--- src/rtl/rhd_convert_sequencer.sv ---
// rtl/rhd_convert_sequencer.sv - RHD2164 CONVERT command sequencer with two-word MISO realignment
module rhd_convert_sequencer #(
    parameter int          NUM_CH        = 32,
    parameter int          CS_SETUP_CLKS = 4,
    parameter int          CS_HIGH_CLKS  = 8,
    parameter logic [15:0] FLUSH_CMD     = 16'hE800
) (
    input  logic        i_clk,
    input  logic        i_rst,
    input  logic        i_en,
    output logic [15:0] o_spi_din,
    output logic        o_spi_start,
    input  logic        i_spi_done,
    input  logic [15:0] i_spi_dout_a,
    input  logic [15:0] i_spi_dout_b,
    output logic        o_cs_n,
    output logic        o_sample_valid,
    output logic [15:0] o_sample_a,
    output logic [15:0] o_sample_b,
    output logic [4:0]  o_sample_ch,
    output logic        o_frame_done,
    output logic        o_busy
);

    typedef enum logic [2:0] {
        S_IDLE, S_SETUP, S_START, S_ACK, S_WAIT_DONE, S_GAP
    } state_t;

    localparam logic [5:0]  NUM_W      = 6'(NUM_CH);
    localparam logic [5:0]  LAST_W     = 6'(NUM_CH + 1);
    localparam logic [15:0] SETUP_LAST = 16'(CS_SETUP_CLKS - 1);
    localparam logic [15:0] GAP_LAST   = 16'(CS_HIGH_CLKS - 1);

    state_t      state, state_nxt;
    logic [15:0] cnt, cnt_nxt;
    logic [5:0]  w, w_nxt;
    logic        load_din;
    logic        capture;
    logic [15:0] din_nxt;
    logic [5:0]  sample_ch_w;

    always_ff @(posedge i_clk or negedge i_rst) begin
        if (!i_rst) begin
            state <= S_IDLE;
        end else begin
            state <= state_nxt;
        end
    end

    always_comb begin
        state_nxt = state;
        cnt_nxt   = cnt;
        w_nxt     = w;
        load_din  = 1'b0;
        capture   = 1'b0;
        case (state)
            S_IDLE: begin
                // done must be high first: the SPI master only reports ready some cycles after its own reset
                if (i_en && i_spi_done) begin
                    state_nxt = S_SETUP;
                    load_din  = 1'b1;
                    cnt_nxt   = '0;
                end
            end
            S_SETUP: begin
                if (cnt == SETUP_LAST) begin
                    state_nxt = S_START;
                    cnt_nxt   = '0;
                end else begin
                    cnt_nxt = cnt + 16'd1;
                end
            end
            S_START: state_nxt = S_ACK;
            // done is still high from the previous word during this cycle
            S_ACK:   state_nxt = S_WAIT_DONE;
            S_WAIT_DONE: begin
                if (i_spi_done) begin
                    state_nxt = S_GAP;
                    capture   = 1'b1;
                    cnt_nxt   = '0;
                end
            end
            S_GAP: begin
                if (cnt == GAP_LAST) begin
                    cnt_nxt = '0;
                    if (w == LAST_W) begin
                        w_nxt     = '0;
                        state_nxt = i_en ? S_SETUP : S_IDLE;
                        load_din  = i_en;
                    end else begin
                        w_nxt     = w + 6'd1;
                        state_nxt = S_SETUP;
                        load_din  = 1'b1;
                    end
                end else begin
                    cnt_nxt = cnt + 16'd1;
                end
            end
            default: state_nxt = S_IDLE;
        endcase
    end

    assign din_nxt     = (w_nxt < NUM_W) ? {2'b00, w_nxt, 8'h00} : FLUSH_CMD;
    assign sample_ch_w = w - 6'd2;

    // The response captured at word w answers the command issued at word w-2
    always_ff @(posedge i_clk or negedge i_rst) begin
        if (!i_rst) begin
            cnt            <= '0;
            w              <= '0;
            o_spi_din      <= '0;
            o_sample_valid <= 1'b0;
            o_sample_a     <= '0;
            o_sample_b     <= '0;
            o_sample_ch    <= '0;
            o_frame_done   <= 1'b0;
        end else begin
            cnt            <= cnt_nxt;
            w              <= w_nxt;
            o_sample_valid <= 1'b0;
            o_frame_done   <= 1'b0;
            if (load_din) begin
                o_spi_din <= din_nxt;
            end
            if (capture && (w >= 6'd2)) begin
                o_sample_valid <= 1'b1;
                o_sample_a     <= i_spi_dout_a;
                o_sample_b     <= i_spi_dout_b;
                o_sample_ch    <= sample_ch_w[4:0];
                o_frame_done   <= (w == LAST_W);
            end
        end
    end

    assign o_cs_n      = !(state == S_SETUP || state == S_START ||
                           state == S_ACK   || state == S_WAIT_DONE);
    assign o_spi_start = (state == S_START);
    assign o_busy      = (state != S_IDLE);

endmodule

--- config.mk ---
export PLATFORM = sky130hd
export DESIGN_NAME = rhd_convert_sequencer
export DESIGN_NICKNAME = d
export VERILOG_FILES = /design/src/rtl/rhd_convert_sequencer.sv
export SDC_FILE = /design/constraint.sdc
export NUM_CORES = 1
export LEC_CHECK = 0
export BUFFER_PORTS_ARGS = -buffer_cell sky130_fd_sc_hd__buf_4
export CAP_MARGIN = 20
export CORE_ASPECT_RATIO = 1.75
export CORE_MARGIN = 1.5
export CORE_UTILIZATION = 45
export DETAILED_ROUTE_END_ITERATION = 6
export PLACE_DENSITY = 0.77
export SLEW_MARGIN = 40
export SYNTH_ARGS = -nofsm -noshare
export SYNTH_HDL_FRONTEND = slang
export SYNTH_SLANG_ARGS = --single-unit
--- constraint.sdc ---
create_clock -name i_clk -period 2.33 [get_ports i_clk]
set_input_delay 0.233 -clock i_clk [delete_from_list [all_inputs] [get_ports i_clk]]
set_output_delay 0.233 -clock i_clk [all_outputs]
set_load 0.02 [all_outputs]
Word level (Yosys, flattened, before mapping)
Index checks and enable logic that the tools add are counted.
Widths: inputs -> output; s select.
- register bits after elaboration: 80
- logic and storage cells: 61
- add/subtract/negate cells: 3
- magnitude comparators: 2
- eq/ne operators: 12
- mux-type cells: 24
- reduce and logical (&&, ||, !) cells: 11
- operators by type and width (kind ; count):
    $mux 16 ; 5
    $pmux 16 s4 ; 1
    $mux 6 ; 3
    $pmux 3 s6 ; 1
    $add 16x1->16 const B ; 1
    $eq 16x2->1 const B ; 1
    $eq 16x3->1 const B ; 1
    $mux 3 ; 4
    $mux 1 ; 9
    $ne 2x2->1 const B ; 4
    $add 6x1->6 const B ; 1
    $eq 3x2->1 const B ; 2
    $eq 3x3->1 const B ; 2
    $eq 6x6->1 const B ; 1
    $ge 6x2->1 const B ; 1
    $lt 6x6->1 const B ; 1
    $sub 5x2->5 const B ; 1
    $reduce_and 4->1 ; 1
    $reduce_bool 4->1 ; 1
    $eq 3x1->1 const B ; 1
    $logic_not 3->1 ; 1
    $logic_or 1x1->1 ; 3
    $reduce_and 3->1 ; 1
    $reduce_bool 3->1 ; 1
    3 further kinds ; 4

Longest topological paths before layout
Gate-level depths: netlist (run 1).
- depth after elaboration: 6
- depth in mapped cells: 9

Worst setup path after synthesis (run 1)
No wires, ideal clock.
- path type: register -> register
- from: reg w[1]
- to: reg o_spi_din[11]
- setup time: 0.124 ns
- data arrival time: 1.945 ns
- required time: 2.206 ns
- setup slack: 0.261 ns
- cell stages (with the launch flop): 8
- buffers on the path: 0
- path through: dfrtp_1 inv_1 ha_1 nand2_1 or4_4 and3_4 a211o_4 o31a_1
- cells in the longest elaborated chain, start to end: 6
- elaborated cells on any way between the ends: 10
- those cells by class: add/sub (1); order compare (1); eq/ne (1); mux (7)
- RTL lines (what ; RTL line ; source):
    from (decl) ; 36 ; logic [5:0] w, w_nxt;
    from (signal assigned) ; 119 ; w <= w_nxt;
    $add 6x1->6 or $eq 6x6->1 (tied branches) ; 91, 86 ;
    $mux 6 ; 86 ; if (w == LAST_W) begin
    $mux 6 ; 84 ; if (cnt == GAP_LAST) begin
    $mux 6 ; 56 ; case (state)
    $lt 6x6->1 ; 103 ; assign din_nxt = (w_nxt < NUM_W) ? {2'b00, w_nxt, 8'h00} : FLUSH_CMD;
    $mux 16 ; 103 ;
    to (signal assigned) ; 123 ; o_spi_din <= din_nxt;
    to (decl) ; 11 ; output logic [15:0] o_spi_din,
Parallel ways exist; a longest one is shown, timed or not.
A chain may end at the register's enable or synchronous reset.

Final worst setup path (run 1)
Same ends and word-level chain as after synthesis.

==> results.txt, run 1 <==
The flow ran to the end, and the final reports show no timing, DRC or antenna violations. The clock network fraction of total power is 37.7%. The initialized floorplan defines 41 standard-cell rows.

After layout, the worst setup slack is 0.113 ns. The first TritonRoute pass finished after 4 iterations. Net switching is 30.1% of the power.

The actual transition at the worst max-transition pin was 0.639 ns. dfrtp_1 is the most common cell in the netlist. The maximum operating frequency came out at 451 MHz. The post-synthesis average cell area came out at 11.5 um^2. The worst setup path is of the reg2reg kind. The post-synthesis to final-layout area growth came out at 31.4%. Across all layers, the routed design uses 2517 vias.

Largest fanout on the critical path: 7. The slowest stage of the critical path belongs to the cell or4_4. The count of mapped cells out of synthesis was 291; the proportion of power drawn by combinational gates was 25.9%. The final setup violation count came out at 0. Number of pins exceeding their max-slew limit in the final report: 0. The minimum clock period after layout is 2.22 ns, and the max capacitance violation total is 0. The maximum number of pins on one net before global-route repair is 71.

The clock latency on the worst-skew pair is 0.33 ns, and the height of the die is 117 um. The tools report the number of buffers inserted during clock tree synthesis as 9. Across the VDD grid, the largest voltage drop is 0.645 mV. For the starting density of the core, the log shows 46.4%.

The library cell occupying the most area in the post-synthesis netlist is dfrtp_1. The final routed wire length divided by cell count is 15.2 um, and the die footprint is 8000 um^2. The signal on the critical path passes through inv_1 -> ha_1 -> nand2_1 -> or4_4 -> and3_4 -> a211o_4 -> o31a_1.

The total negative setup slack was 0 ns. The first routing iteration left 104 violations. Summed over all layers, the routed wires come to 7.18 mm. The net switching power figure is 1.16 mW, and the number of hold-slack violations in the final timing report is 0.

The share of the Yosys chip area taken by registers is 52.2%. In the routed design, unresolved DRC markers number 0. The number of clock sinks is 70, and the detailed placer's ending HPWL is 5.22 mm. The root buffer cell chosen for the clock tree is clkbuf_16. Sequential cells burn 36.4% of the power. Excluding fillers, the count of instances in the completed layout stands at 473.

The mapped netlist covers 3350 um^2. For the static power due to leakage, the log shows 2.23 nW. The tools report the area occupied by multi-input gates as 1430 um^2. The area used by sequential logic in the layout was 1750 um^2; the fraction of synthesized cell area taken by the top area cell type was 52.2%. Once detail routing completed, the nets flagged for antenna violations numbered 0. In the routed layout, each cell is associated on average with a via count of 5.32.

The die is 68.3 um wide. For this run, asynchronously set or reset flops after synthesis account for 100%. Timing analysis after detailed placement gives a worst setup slack of 0.0657 ns.

The total power density per cell area is 878 nW/um^2, and the number of warnings reported in the yosys synthesis log is 0. Post-CTS timing repair inserted 0 buffers for setup. STA puts the critical path data required time at 2.54 ns.

For the number of antenna violations at the first check in global routing, the log shows 0. The repair_antennas step left the layout with diodes totalling 0. The fraction of final layout cells with drive strength greater than 1 works out to 42.1%. The number of global-route vias before repair was 2510; the worst stage delay on the critical path was 0.47 ns. Setup repair after global routing left no endpoint under its margin.

94 I/O pins were placed. The first global-routing pass estimated 11.6 mm of wire. For the remaining max-slew budget at the tightest pin, the log shows 57.4%.

The distinct cell type count after synthesis came out at 46. At the worst endpoint, the arrival time is 2.43 ns. The clock passes through at most 2 buffers.

By area the synthesized netlist is led by dfrtp_1 52%, mux2_2 12%, xnor2_1 2.9%. Counting flops and latches in the post-synthesis netlist gives 70. Global routing consumed, over all layers together, 19.6% of the routing resources.

The final critical path takes up 95.2% of the cycle. TritonCTS built the clock tree. The internal portion of the total power is 2.71 mW.

The core outline area was 7230 um^2; the number of levels the H-tree was split into was 3. For the filler cell count in the final layout, the log shows 602. Routability-driven placement finished with a final weighted congestion of 0.870. The worst setup path is launched from a flip-flop. The run gives 0.00351 ns as the maximum clock skew at final layout.

After global routing the overflow that remains totals 0. Count of flip-flops with a built-in enable after synthesis: 0. The tools report the count of placed standard cells including taps as 457. The worst hold path belongs to the class in2reg. Cells fill 60.9% of the core in the end. The number of port buffers was 85; the number of nets in the finished design was 425.

After clock tree synthesis, the clock-pin slew on the worst setup and hold paths is 0.05 ns. The category of the worst setup path capture point is a flip-flop. In the synthesized netlist the dominant register cell turns out to be dfrtp_1.

By count the netlist is led by 70 x dfrtp_1, 36 x mux2_2, 22 x nor2_1.
-- registers in the layout, indices dropped and copies added, names as in the netlist --
signal	cells
o_sample_ch	5
o_sample_b	16
o_spi_din	6
cnt	16
w	6
o_frame_done	1
o_sample_valid	1
state	3
o_sample_a	16
-- cells by family (layout without fill, tap and decap cells) --
group	after synthesis	count (layout)	synth area share (%)
other	1	8	0.112
muxes	41	41	13.7
xor gates and xnor gates	12	12	3.13
adders and majority gates	6	6	2.24
AOI/OAI and AO/OA	40	40	8.65
and+or+nand+nor	86	86	14.0
DFF	70	70	52.2
buffers and inverters	35	124	5.97
-- cell usage in the layout, fill, tap and decap left out, drive strengths merged, types with 6 or more instances in the layout --
cell type,n
nand4,7
nor2,22
o21ai,13
clkbuf,11
ha,6
buf,96
nor4,8
nand2,15
xnor2,11
nor3,9
conb,8
inv,12
dfrtp,70
mux2,37
nand3,9
a21oi,11
-- per-stage QoR --
step           hold WS [ns]  power (mW)  instance area [um^2]
2_1_floorplan       -0.0626        2.06                  3380
3_3_place_gp          0.403        2.39                  4070
3_5_place_dp          0.290        2.41                  4070
4_1_cts               0.124        3.91                  4400
5_1_grt               0.127        4.09                  4410
6_report              0.136        3.87                  4410
-- critical path: cells and delay by family, from the launching register on --
family / cells / cell delay [ns]
flip-flops: 1 / 0.42
buffers and inverters: 1 / 0.14
AND/OR/NAND/NOR: 3 / 0.73
adder cells (fa/ha/maj): 1 / 0.17
AO/OA/AOI/OAI: 2 / 0.64
-- routing by layer --
layer | global-route usage, % | routed length, um | vias up
met3 | 4.68 | 387 | 13
li1 | - | - | 1186
met1 | 22.1 | 2610 | 1238
met4 | 9.60 | 186 | 0
met2 | 34.0 | 4000 | 80
met5 | 0 | 0 | -
-- layout make-up --
class	count	area share, %
flip-flops and latches	70	39.8
multi-input cells	193	32.5
repair buffers	97	17.0
clock buffers	11	5.74
well taps	86	2.44
clock inverters	4	1.59
inverters	12	1.02
-- what timing repair did --
action                                  CTS  global route
gates resized for setup                   0             1
hold endpoints to repair                 70             0
endpoints found under the setup margin    0             1
hold buffers                              1             0
-- power groups by stage --
stage | logic [mW] | clock network, mW | registers (mW)
2_1_floorplan | 0.635 | 0 | 1.42
3_3_place_gp | 0.972 | 0 | 1.42
3_5_place_dp | 0.987 | 0 | 1.43
4_1_cts | 1.00 | 1.50 | 1.41
5_1_grt | 1.11 | 1.55 | 1.42
6_report | 1.00 | 1.46 | 1.41
-- path summary, 6_finish.rpt --
kind                       slack, ns  depth (start not counted)             end            start
max                             0.11                          7   o_spi_din[11]             w[1]
min in group asynchronous       0.47                          2  o_sample_a[15]            i_rst
max in group asynchronous       1.41                          2            w[1]            i_rst
min reg2reg                     0.50                          1   o_sample_b[3]    o_sample_b[3]
min                             0.14                          2   o_sample_b[6]  i_spi_dout_b[6]
max reg2reg                     0.11                          7   o_spi_din[11]             w[1]
No activity file was read; power rests on OpenSTA's default activity.
==> run 2, diff against run 1 <==
--- a/config.mk
+++ b/config.mk
@@ -11,7 +11,7 @@
 export CORE_MARGIN = 1.5
 export CORE_UTILIZATION = 45
 export DETAILED_ROUTE_END_ITERATION = 6
-export PLACE_DENSITY = 0.77
+export PLACE_DENSITY = 0.71
 export SLEW_MARGIN = 40
 export SYNTH_ARGS = -nofsm -noshare
 export SYNTH_HDL_FRONTEND = slang
==> run 2 against run 1 <==
Net effect: sequential cell count is the same; clock power shrank 15%; non-clock buffer count is the same; count of clock-buffer cells in the layout grew 2; via count shrank 0.79%; final area shrank 1.3%; core utilization shrank 0.81 points; first-iteration DRC count grew 4.8%; die area is the same; combinational power is essentially flat; sequential power is essentially flat; largest power group is now registers.
==> results.txt, run 2 (synthesis gave the netlist of run 1 again) <==
Traced cell by cell, the critical path runs through inv_1 -> ha_1 -> nand2_1 -> or4_4 -> and3_4 -> a211o_4 -> o31a_1. The launch point of the worst hold path is i_spi_dout_b[0]. The largest fanout on the critical path is 7 (unchanged).

Relative to the synthesized area, the layout overhead comes to 29.6%. The number of pins exceeding their max-slew limit in the final report is 0 (unchanged). The clock slew seen by the registers of the worst setup and hold paths is 0.05 ns (about the same), and the total congestion overflow after global routing is 0 (unchanged). The minimum clock period after layout works out to 2.22 ns (+0.00638 ns). Setup repair after global routing left no endpoint under its margin. The tools report the category of the worst setup path capture point as a flip-flop.

The critical path in this run is classified as reg2reg. The endpoint required time on the critical path was 2.53 ns (about the same); the total power density per cell area was 841 nW/um^2 (-4.2%). In the final layout, the registers with the most flip-flops are cnt: 16 flops, o_sample_a: 16 flops, o_sample_b: 16 flops. The final standard cell count with taps included and fillers excluded is 472 (-0.21%).

The run gives 57.5% (+0.17 points) as the remaining max-slew budget at the tightest pin. Height of the die: 117 um (unchanged). The number of port buffers was 85 (unchanged). The final antenna-violating net count came out at 0 (unchanged). The worst register-to-register path begins at w[1].

The tools report the final setup violation count as 0 (unchanged). Maximum clock skew at final layout: 0.00452 ns (+0.00102 ns). The worst hold slack across all endpoints is 0.142 ns (+0.00657 ns), and the area after detailed placement is 4060 um^2 (-0.28%). For the area occupied by multi-input gates, the log shows 1430 um^2 (about the same).

The number of clock sinks is 70 (unchanged), and the number of hold-slack violations in the final timing report is 0 (unchanged). The tools report the total number of vias as 2497 (-0.79%). The width of the chip was 68.3 um (unchanged). The largest buffer count on any clock path was 2 (unchanged); the buffers plus inverters on the worst setup path was 1 (unchanged). Maximum operating frequency: 450 MHz (-0.29%).

The final cell area excluding filler cells was 4350 um^2 (-1.3%). The static power due to leakage is 2.20 nW (-1.2%), and the vias per cell is 5.29 (-0.58%). The final RePlAce weighted congestion is 0.821 (-5.7%). The logs give 4 (unchanged) for the iteration count of the initial detailed-routing pass and 0 (unchanged) for the max capacitance violation total.

The worst endpoint data arrival time was 2.43 ns (about the same). The run gives 0 (unchanged) as the number of remaining DRC errors. In the layout the commonest cells are 95 x buf_4, 70 x dfrtp_1, 36 x mux2_2, 22 x nor2_1, 15 x nand2_1. The number of nets in the finished design was 425 (unchanged).

Global-route wire length before repair: 11.0 mm (-5.2%). The run finished with clean final reports. The run gives 2441 (-2.7%) as the number of global-route vias before repair. The count of placed standard cells including taps was 457 (unchanged). The fraction of final layout cells with drive strength greater than 1 is 41.7% (-0.41 points). Worst min-delay path category: in2reg. For the number of rows created at floorplan, the log shows 41 (unchanged). Maximum number of pins on one net before global-route repair: 71 (unchanged). The startpoint kind of the worst setup timing path was a flip-flop. The number of levels the H-tree was split into was 3 (unchanged). Actual transition at the worst max-transition pin: 0.637 ns (-0.00262 ns). The area used by sequential logic in the layout was 1750 um^2 (unchanged).

The core outline area was 7230 um^2 (unchanged); the clock latency on the worst-skew pair was 0.32 ns (about the same). The cell type of the slowest stage on the worst timing path was or4_4. Antenna diode instance count: 0 (unchanged).

The top-level port count was 94 (unchanged). The total negative setup slack was 0 ns (unchanged). Leaving out fill and tap cells, the most frequent cell in the layout is buf_4. The detailed placer's ending HPWL is 5.25 mm (+0.56%), and the number of buffers inserted during clock tree synthesis is 9 (unchanged).

For the number of DRC markers in iteration 0, the log shows 109 (+4.8%). The starting density of the core was 46.4% (unchanged). The worst stage delay on the critical path is 0.47 ns (about the same). The number of antenna violations at the first check in global routing came out at 0 (unchanged). TritonCTS built the clock tree.

The critical path startpoint was w[1]. For the die footprint, the log shows 8000 um^2 (unchanged). The critical path's top delay family was simple AND/OR/NAND/NOR gates. The filler cell count in the final layout was 575 (-4.5%).

The cell chosen for the clock root was clkbuf_16. The peak supply drop is 0.592 mV (-8.2%). The aggregate global-route resource usage is 18.7% (-0.98 points). The final wirelength was 7.13 mm (-0.72%); the final cycle utilization of the critical path was 95.4% (+0.27 points).

The final routed wire length divided by cell count was 15.1 um (-0.51%).
-- run 2: metal layers --
metal	up-vias	track usage, %	routed length, um	share of wire (%)
met5	-	0	0	0
met3	14	4.59	326	4.6
li1	1192	-	-	-
met1	1227	19.7	2590	36
met2	64	33.1	4040	57
met4	0	9.87	172	2.4
-- run 2: stage by stage --
stage | total power, mW | utilization (%) | setup slack (ns)
floorplan | 2.06 | - | 0.261
global placement | 2.42 | 56.1 | 0.137
detailed placement | 2.44 | 56.1 | 0.0651
CTS | 3.70 | 60.1 | 0.0516
global route | 3.85 | 60.1 | 0.0218
finish | 3.66 | 60.1 | 0.107
-- run 2: worst paths after layout --
kind                                        to  slack [ns]  depth (start not counted)
worst max-delay path             o_spi_din[11]        0.11                          7
worst min-delay path             o_sample_b[0]        0.14                          2
worst max register to register   o_spi_din[11]        0.11                          7
worst min register to register   o_sample_a[0]        0.50                          1
max in group asynchronous       o_sample_b[10]        1.40                          2
min in group asynchronous       o_sample_ch[2]        0.48                          2
-- run 2: where the power goes --
part,internal [mW],switching [mW],leakage [nW]
registers,1.31,0.0993,0.962
clock network,0.793,0.444,0.138
logic,0.428,0.585,1.10
-- run 2: timing repair --
| item | CTS | global route |
|---|---|---|
| setup endpoints to repair | 0 | 1 |
| hold buffers | 1 | 0 |
| resized for setup | 0 | 1 |
| endpoints found under the hold margin | 70 | 0 |
| setup buffers | 0 | 0 |
-- run 2: cell type report --
class | count | area share (%)
sequential | 70 | 40.3
clock inverter | 1 | 0.115
clock buffer | 13 | 6.22
tap | 86 | 2.47
inverter | 12 | 1.04
multi-input combinational | 193 | 33.0
timing repair buffer | 97 | 16.9
